==> config.mk <==
export PLATFORM = sky130hd
export DESIGN_NAME = uart_tx_arbiter
export DESIGN_NICKNAME = d
export VERILOG_FILES = /design/src/rtl/uart_arb_pkg.sv /design/src/rtl/rr_picker.sv /design/src/rtl/uart_tx_arbiter.sv
export SDC_FILE = /design/constraint.sdc
export NUM_CORES = 1
export LEC_CHECK = 0
export ABC_AREA = 1
export CAP_MARGIN = 20
export CORE_ASPECT_RATIO = 1.25
export CORE_MARGIN = 4
export CORE_UTILIZATION = 48
export CTS_BUF_LIST = sky130_fd_sc_hd__clkbuf_8 sky130_fd_sc_hd__clkbuf_16
export DETAILED_ROUTE_END_ITERATION = 12
export MAX_ROUTING_LAYER = met4
export PLACE_DENSITY = 0.8
export SLEW_MARGIN = 30
export SYNTH_ARGS = -nofsm -noshare
export SYNTH_HDL_FRONTEND = slang
export SYNTH_SLANG_ARGS = --single-unit
==> constraint.sdc <==
create_clock -name clk -period 2.09 [get_ports clk]
set_clock_uncertainty 0.05 [all_clocks]
set_input_delay 0.5225 -clock clk [delete_from_list [all_inputs] [get_ports clk]]
set_output_delay 0.5225 -clock clk [all_outputs]
set_load 0.03 [all_outputs]
==> src/rtl/uart_arb_pkg.sv <==
// Shared state encoding and default timing for the UART TX arbiter.
// Also provides a small constant helper used for counter sizing.
package uart_arb_pkg;

    typedef enum logic [2:0] {
        IDLE,
        LAUNCH,
        WAIT_BUSY,
        WAIT_DONE,
        GAP
    } arb_state_e;

    localparam int DEF_N_REQ    = 4;
    localparam int DEF_DATA_W   = 8;
    localparam int DEF_START_TO = 16;
    localparam int DEF_FRAME_TO = 2048;
    localparam int DEF_GAP_CYC  = 2;

    function automatic int max3(int a, int b, int c);
        int m;
        m = (a > b) ? a : b;
        return (m > c) ? m : c;
    endfunction

endpackage

==> src/rtl/rr_picker.sv <==
// Rotating-priority encoder: first set request at or above ptr,
// wrapping modulo N.
module rr_picker #(
    parameter int N = 4
) (
    input  logic [N-1:0]         req,
    input  logic [$clog2(N)-1:0] ptr,
    output logic                 any,
    output logic [$clog2(N)-1:0] idx
);

    localparam int IW = $clog2(N);

    logic [IW-1:0] j;

    // Walk offsets high to low so the smallest offset from ptr wins.
    always_comb begin
        any = |req;
        idx = '0;
        j   = '0;
        for (int k = N - 1; k >= 0; k--) begin
            j = IW'((int'(ptr) + k) % N);
            if (req[j]) begin
                idx = j;
            end
        end
    end

endmodule

==> src/rtl/uart_tx_arbiter.sv <==
// Round-robin arbiter sharing one UART transmitter among N_REQ clients,
// with launch/busy handshake tracking and a stall watchdog.
module uart_tx_arbiter
    import uart_arb_pkg::*;
#(
    parameter int N_REQ    = DEF_N_REQ,
    parameter int DATA_W   = DEF_DATA_W,
    parameter int START_TO = DEF_START_TO,
    parameter int FRAME_TO = DEF_FRAME_TO,
    parameter int GAP_CYC  = DEF_GAP_CYC
) (
    input  logic                      clk,
    input  logic                      reset,
    input  logic [N_REQ-1:0]          req_valid,
    input  logic [N_REQ*DATA_W-1:0]   req_data,
    input  logic [N_REQ-1:0]          req_par_en,
    output logic [N_REQ-1:0]          req_ready,
    output logic [N_REQ-1:0]          done,
    output logic                      err,
    output logic                      tx_start,
    output logic [DATA_W-1:0]         tx_data,
    output logic                      tx_par_en,
    input  logic                      tx_busy,
    output logic                      active,
    output logic [$clog2(N_REQ)-1:0]  grant_idx
);

    localparam int IW = $clog2(N_REQ);
    localparam int CW = $clog2(max3(START_TO, FRAME_TO, GAP_CYC) + 1);
    localparam logic [CW-1:0] START_LAST = CW'(START_TO - 1);
    localparam logic [CW-1:0] FRAME_LAST = CW'(FRAME_TO - 1);
    localparam logic [CW-1:0] GAP_LAST   = CW'((GAP_CYC > 0) ? GAP_CYC - 1 : 0);
    localparam logic [IW-1:0] LAST_IDX   = IW'(N_REQ - 1);

    arb_state_e          state, state_n;
    logic [CW-1:0]       cnt, cnt_n, cnt_inc;
    logic [IW-1:0]       rr_ptr, rr_ptr_n, gidx_n;
    logic [DATA_W-1:0]   data_q, data_n;
    logic                par_q, par_n;
    logic                pick_any;
    logic [IW-1:0]       pick_idx;
    logic                cmpl, tmo;
    logic [DATA_W-1:0]   req_bytes [N_REQ];

    logic [N_REQ-1:0]    ready_n, done_n;
    logic                err_n, start_n, txp_n, active_n;
    logic [DATA_W-1:0]   txd_n;

    for (genvar gi = 0; gi < N_REQ; gi++) begin : g_bytes
        assign req_bytes[gi] = req_data[gi*DATA_W +: DATA_W];
    end

    rr_picker #(.N(N_REQ)) u_pick (
        .req (req_valid),
        .ptr (rr_ptr),
        .any (pick_any),
        .idx (pick_idx)
    );

    assign cnt_inc = (&cnt) ? cnt : cnt + 1'b1;

    always_ff @(posedge clk) begin
        if (!reset) begin
            state     <= IDLE;
            cnt       <= '0;
            rr_ptr    <= '0;
            grant_idx <= '0;
            data_q    <= '0;
            par_q     <= 1'b0;
            req_ready <= '0;
            done      <= '0;
            err       <= 1'b0;
            tx_start  <= 1'b0;
            tx_data   <= '0;
            tx_par_en <= 1'b0;
            active    <= 1'b0;
        end else begin
            state     <= state_n;
            cnt       <= cnt_n;
            rr_ptr    <= rr_ptr_n;
            grant_idx <= gidx_n;
            data_q    <= data_n;
            par_q     <= par_n;
            req_ready <= ready_n;
            done      <= done_n;
            err       <= err_n;
            tx_start  <= start_n;
            tx_data   <= txd_n;
            tx_par_en <= txp_n;
            active    <= active_n;
        end
    end

    always_comb begin
        state_n  = state;
        cnt_n    = cnt_inc;
        rr_ptr_n = rr_ptr;
        gidx_n   = grant_idx;
        data_n   = data_q;
        par_n    = par_q;
        cmpl     = 1'b0;
        tmo      = 1'b0;
        unique case (state)
            IDLE: begin
                cnt_n = '0;
                if (pick_any && !tx_busy) begin
                    state_n = LAUNCH;
                    gidx_n  = pick_idx;
                    data_n  = req_bytes[pick_idx];
                    par_n   = req_par_en[pick_idx];
                end
            end
            LAUNCH: begin
                cnt_n   = '0;
                state_n = WAIT_BUSY;
            end
            WAIT_BUSY: begin
                if (tx_busy) begin
                    state_n = WAIT_DONE;
                    cnt_n   = '0;
                end else if (cnt >= START_LAST) begin
                    cmpl = 1'b1;
                    tmo  = 1'b1;
                end
            end
            WAIT_DONE: begin
                if (!tx_busy) begin
                    cmpl = 1'b1;
                end else if (cnt >= FRAME_LAST) begin
                    cmpl = 1'b1;
                    tmo  = 1'b1;
                end
            end
            GAP: begin
                if (cnt >= GAP_LAST) begin
                    state_n = IDLE;
                    cnt_n   = '0;
                end
            end
            default: begin
                state_n = IDLE;
                cnt_n   = '0;
            end
        endcase
        // Completion always advances the pointer past the served client.
        if (cmpl) begin
            rr_ptr_n = (grant_idx == LAST_IDX) ? '0 : grant_idx + 1'b1;
            cnt_n    = '0;
            state_n  = (GAP_CYC == 0) ? IDLE : GAP;
        end
    end

    always_comb begin
        ready_n  = '0;
        done_n   = '0;
        err_n    = 1'b0;
        start_n  = 1'b0;
        txd_n    = tx_data;
        txp_n    = tx_par_en;
        active_n = (state_n != IDLE);
        if (state_n == LAUNCH) begin
            start_n         = 1'b1;
            ready_n[gidx_n] = 1'b1;
            txd_n           = data_n;
            txp_n           = par_n;
        end
        if (cmpl) begin
            done_n[grant_idx] = 1'b1;
            err_n             = tmo;
        end
    end

endmodule

# Word-level counts from Yosys, hierarchy flattened

Index checks and enable logic that the tools add are counted.
W data, S select, Z words.

Register bits after elaboration: 48
Output and inout port bits: 22
Input port bits: 43
Logic and storage cells: 95

Muxes and demuxes: 45
Equal/unequal tests: 6
Add/subtract/negate cells: 5
Order comparisons: 13
Reductions and logical operators: 11
Bitwise logic cells: 2

Operator list:

| kind                    | count |
|---|---|
| $mux W12                | 3 |
| $pmux W12 S3            | 1 |
| $mux W8                 | 4 |
| $lt A2 B3 Y1 const B    | 7 |
| $bmux W8 S2             | 1 |
| $mux W1                 | 15 |
| $pmux W3 S5             | 1 |
| $mux W2                 | 7 |
| $add A12 B1 Y12 const B | 1 |
| $ge A12 B1 Y1 const B   | 1 |
| $ge A12 B11 Y1 const B  | 1 |
| $ge A12 B4 Y1 const B   | 1 |
| $mux W3                 | 4 |
| $reduce_and A12 Y1      | 1 |
| $bmux W1 S2             | 5 |
| $eq A3 B1 Y1 const B    | 2 |
| $eq A3 B2 Y1 const B    | 2 |
| $add A2 B1 Y2 const B   | 2 |
| $add A2 B2 Y2 const B   | 2 |
| $demux W1 S2            | 2 |
| $ge A2 B1 Y1 const B    | 2 |
| $pmux W1 S2             | 2 |
| $reduce_and A2 Y1       | 2 |
| $reduce_or A4 Y1        | 1 |
| 10 further kinds        | 12 |

# Depth between registers and ports, before layout

Gate-level depths: netlist of run 1.

Depth in word-level cells: 13
Depth in mapped cells: 16

# Modules after synthesis

Synthesis of run 1 repeated with hierarchy kept, for this count alone.

Cell total of the unflattened synthesis: 324
Area total of the unflattened synthesis: 2293.4 µm²

Modules (own cells, without submodules):

| module          | cells each | seq. area each (µm²) | area an instance (µm²) | times used |
|---|---|---|---|---|
| uart_tx_arbiter | 278        | 780.7                | 2104.5                 | 1 |
| rr_picker       | 46         | 0.0                  | 188.9                  | 1 |

# Least setup slack after synthesis of run 1

Ideal clock, no wire load.

Path kind: register -> register
Start point: reg cnt[0]
End point: reg cnt[11]
Path slack: 0.334 ns
Period minus slack after synthesis: 1.756 ns
Library setup time: 0.123 ns
Required time: 1.917 ns
Data arrival time: 1.584 ns
Path buffers: 1
Cell stages (with the launch flop): 14
Cells stage by stage: dfxtp_1 > ha_1 > nand3_1 > nor2_1 > nand2_2 > nor2_2 > nand2_2 > nand2_1 > o21ai_1 > nand2_2 > nor2_2 > nand2_2 > buf_6 > a21oi_1

Longest elaborated chain between the ends: 5

RTL lines:

| what                                            | RTL line                                       | text |
|---|---|---|
| start, declared                                 | uart_tx_arbiter.sv:36                          | `logic [CW-1:0] cnt, cnt_n, cnt_inc;` |
| start signal, assigned                          | uart_tx_arbiter.sv:79                          | `cnt <= cnt_n;` |
| $ge A12 B11 Y1 or $ge A12 B4 Y1 (tied branches) | uart_tx_arbiter.sv:129, uart_tx_arbiter.sv:121 |  |
| $mux W1 (on tied branches)                      | uart_tx_arbiter.sv:129, uart_tx_arbiter.sv:121 |  |
| $mux W1 (on tied branches)                      | uart_tx_arbiter.sv:127, uart_tx_arbiter.sv:118 |  |
| $pmux W1 S2                                     | uart_tx_arbiter.sv:103                         | `unique case (state)` |
| $reduce_or A2 Y1 (no line)                      | --                                             |  |

Several ways; a longest one is shown, not always the timed one.
A chain may end at the register's enable or synchronous reset.

# Worst setup path in the final report of run 1

Start point: reg grant_idx[1]
End point: out grant_idx[1]

RTL lines:

| what                   | RTL line              | text |
|---|---|---|
| start, declared        | uart_tx_arbiter.sv:25 | `output logic [$clog2(N_REQ)-1:0] grant_idx` |
| start signal, assigned | uart_tx_arbiter.sv:81 | `grant_idx <= gidx_n;` |

No word-level cell between the ends.

==> results of run 1 <==
## per-stage QoR
| step | hold slack [ps] | TNS, ps | power, mW |
|---|---|---|---|
| after CTS | 523 | 0 | 2.38 |
| after global placement | 480 | -2100 | 1.71 |
| after detailed placement | 494 | -2820 | 1.73 |
| after global routing | 558 | 0 | 2.54 |
| final | 517 | 0 | 2.39 |
| after floorplan | 464 | 0 | 1.38 |
## sequential cells by signal (all words and copies together), names as in the netlist
name	flops
tx_data	8
cnt	12
tx_par_en	1
grant_idx	2
active	1
done	4
rr_ptr	2
err	1
req_ready	4
state	3
tx_start	1
## cells by family (layout without fill, tap and decap cells)
family          Yosys count  in the layout  share of synthesized area
compound gates           28             28                     0.0607
buf+inv                  83            169                      0.150
xor+xnor                  7              7                     0.0259
fa+ha+maj                 7              7                     0.0369
simple gates            187            187                      0.397
flops                    39             39                      0.329
## area by class of cell
class	instances	area (um^2)	area share
sequential	39	783	0.227
timing repair buffer	88	890	0.258
clock buffer	5	68.8	0.0200
inverter	73	279	0.0809
tap	60	75.1	0.0218
clock inverter	3	43.8	0.0127
multi-input combinational	229	1310	0.380
## layout by cell type (no fill, tap or decap), types with 4 or more instances in the layout
cell	count
nand2_4	6
ha_1	7
nand3_1	41
nand4_1	6
clkdlybuf4s50_1	60
dlymetal6s2s_1	4
inv_2	6
nand2_2	20
inv_1	64
nand3b_1	9
o21ai_0	9
nand3_2	7
clkbuf_8	5
buf_4	19
xor2_1	6
nand2_1	44
nor2_1	41
nor3_1	7
dfxtp_1	37
a21oi_1	11
## report_power, final
group / total (mW) / switching [mW] / internal (mW)
Clock: 0.637 / 0.282 / 0.356
Sequential: 0.861 / 0.0453 / 0.816
Combinational: 0.893 / 0.492 / 0.402
Total: 2.39 / 0.818 / 1.57
## per-layer routing
metal	vias to the layer above	global-route usage
met2	69	0.377
met5	-	-
met3	8	0.0441
li1	1256	-
met1	1085	0.219
met4	0	0.0598
## tightest hold or removal path, cell delays in order (launching register included)
cell and delay (ps):
dfxtp_1 330, o21ai_0 90, a21oi_1 110
## path summary, 6_finish.rpt
kind / cells after the start / endpoint / slack (ps) / start
worst max-delay path: 1 / grant_idx[1] / 60 / grant_idx[1]$_SDFF_PN0_
worst min-delay path: 2 / tx_data[7]$_SDFFE_PN0N_ / 520 / tx_data[7]$_SDFFE_PN0N_
worst max register to register: 12 / rr_ptr[0]$_SDFFE_PN0P_ / 200 / cnt[1]$_SDFF_PP0_
worst min register to register: 2 / tx_data[7]$_SDFFE_PN0N_ / 520 / tx_data[7]$_SDFFE_PN0N_
## synthesized netlist by cell type
master,instances
inv_1,68
nand2_1,48
nand3_1,44
nor2_1,42
dfxtp_1,39
nand2_2,18
a21oi_1,11
o21ai_0,10
nand3b_1,9
ha_1,7
nor3_1,7
nand4_1,6
xor2_1,6
nand3_2,5
o21ai_1,5
nand2_4,4
buf_2,3
clkbuf_1,3
nor2_2,3
buf_6,2
clkinv_1,2
inv_2,2
buf_12,1
buf_4,1
inv_6,1
nand3_4,1
o21a_1,1
o22ai_1,1
xnor2_1,1
## what timing repair did
action,CTS,global route
endpoints found under the setup margin,0,31
hold buffers,0,0
gates resized for setup,0,29
==> flow_summary.rst, run 1 <==
.. list-table::
   :header-rows: 1

   * - Metric
     - Value
   * - TritonCTS Buffers
     - 5
   * - Detailed-router iteration count before antenna repair
     - 4
   * - Area growth syn-to-layout
     - 45.4%
   * - Total power per unit cell area
     - 693 mW/mm^2
   * - Post-placement setup slack
     - -290 ps
   * - Req. time, crit path
     - ~1500 ps
   * - Number of placed cells counting well taps
     - 488
   * - Count of port buffers added during placement
     - 64
   * - Net count of the mapped netlist
     - about 400
   * - Hold crit path type
     - register to register
   * - Die outline height
     - about 87 um
   * - Clock tree from TritonCTS
     - built
   * - Vias in the first global route
     - 2,340
   * - Worst setup slack after layout
     - 60.2 ps
   * - Number of antenna violations at the first check in global routing
     - 0
   * - Routed length on met2
     - 3.17 mm
   * - Remaining routing DRC violations
     - 0
   * - CP Capture Type
     - output pin
   * - Root Buffer
     - clkbuf_8
   * - Clk_lat worst skew
     - approximately 300 ps
   * - Maximum frequency from static timing analysis
     - ~490 MHz
   * - Starting density of the core
     - 0.498
   * - Number of setup buffers added after CTS
     - 0
   * - Count of standard-cell rows
     - 28
   * - Largest stage delay on the critical path
     - between 700 and 800 ps
   * - Top routing layer used
     - met4
   * - Met3 routed wirelength
     - between 300 and 400 um
   * - Placed instance area
     - 0.00322 mm^2
   * - All-layer global routing usage
     - 0.205
   * - Detail-routed net length per standard cell
     - between 10 and 15 um
   * - Chip Width
     - ~71 um
   * - Antenna cell count
     - 0
   * - Filler cells
     - ~400
   * - Start-to-end type of the worst setup path
     - register to output pin
   * - Post-synthesis sequential area ratio
     - 0.329
   * - Top-level I/O count
     - 65
   * - Outcome
     - completed
   * - Synthesized instance count
     - roughly 350
   * - CP bufs+invs
     - 1
   * - Setup repair after global routing missed its margin
     - no
   * - Synth area leader
     - dfxtp_1
   * - Iteration-0 DRC Markers
     - 93
   * - Number of H-tree branching levels
     - 2
   * - Residual overflow from global routing
     - 0
   * - Number of synthesized register bits
     - 39
   * - Max clock buf depth
     - 2
   * - Cells taking the most area after synthesis
     - dfxtp_1 (33%), inv_1 (11%), nand3_1 (9.3%), nand2_1 (7.6%), nor2_1 (6.6%)
   * - Routed vias/inst
     - 4.87
   * - Distinct cell type count after synthesis
     - 29
   * - Via count
     - 2,418
   * - Least-Margin Pin Slew
     - ~330 ps
   * - Number of synthesis warnings
     - 0
   * - Dominant delay contributor by cell family on the critical path
     - buffers and inverters
   * - Clock transition time at the flip-flop clock pins of the worst setup and hold paths
     - 80 ps
   * - Final setup viols
     - 0
   * - Maximum number of pins on one net before global-route repair
     - 15
   * - Clock sink count
     - 39
   * - Post-Syn Area
     - 0.00237 mm^2
   * - Routability cong.
     - approximately 0.85
   * - Post-Route WL
     - 6.01 mm
   * - Met1 Wirelength
     - about 2.4 mm
   * - Share of cells above drive strength 1
     - 0.190
   * - CP cell instances
     - clkdlybuf4s50_1
   * - Syn avg cell area
     - approximately 6.8 um^2
   * - Share of the clock period used by the worst path
     - 0.971
   * - Final Net Count
     - 486
   * - Post-layout instance area
     - around 0.0034 mm^2
   * - Overall die area
     - 0.00614 mm^2
   * - Critical-path top delay cell
     - clkdlybuf4s50_1
   * - Half-perimeter wire length of the detailed placement result
     - 4.57 mm
   * - Maximum fanout count along the critical path
     - 5
   * - Fraction of post-synthesis cell area in the top cell type by area
     - 0.329
   * - Final Hold Violating Endpoints
     - 0
   * - Antenna Violating Nets Remaining
     - 0
   * - Peak ir drop on the vdd network
     - between 0.4 and 0.5 mV
   * - Core area
     - between 0.004 and 0.005 mm^2
   * - Post-layout instance count excluding filler cells
     - ~500
   * - Global-route wire length before repair
     - around 10 mm
   * - Number of max-capacitance violations reported
     - 0
   * - WP data arrival
     - 1460 ps
   * - Final min period
     - about 2000 ps
   * - CP startpoint kind
     - register
   * - Final core utilization
     - 0.724
   * - Leakage dissipation
     - 1.67 nW
   * - Total count of max-transition violations in the final report
     - 0
   * - Worst slew margin relative to its limit
     - 0.776
(Power assumes the default switching activity.)
==> run 2, diff against run 1 <==
--- a/config.mk
+++ b/config.mk
@@ -14,7 +14,6 @@
 export DETAILED_ROUTE_END_ITERATION = 12
 export MAX_ROUTING_LAYER = met4
 export PLACE_DENSITY = 0.8
-export SLEW_MARGIN = 30
 export SYNTH_ARGS = -nofsm -noshare
 export SYNTH_HDL_FRONTEND = slang
 export SYNTH_SLANG_ARGS = --single-unit
==> results of run 2 <==
No change in the layout: final DEF, timing and power equal those of run 1.
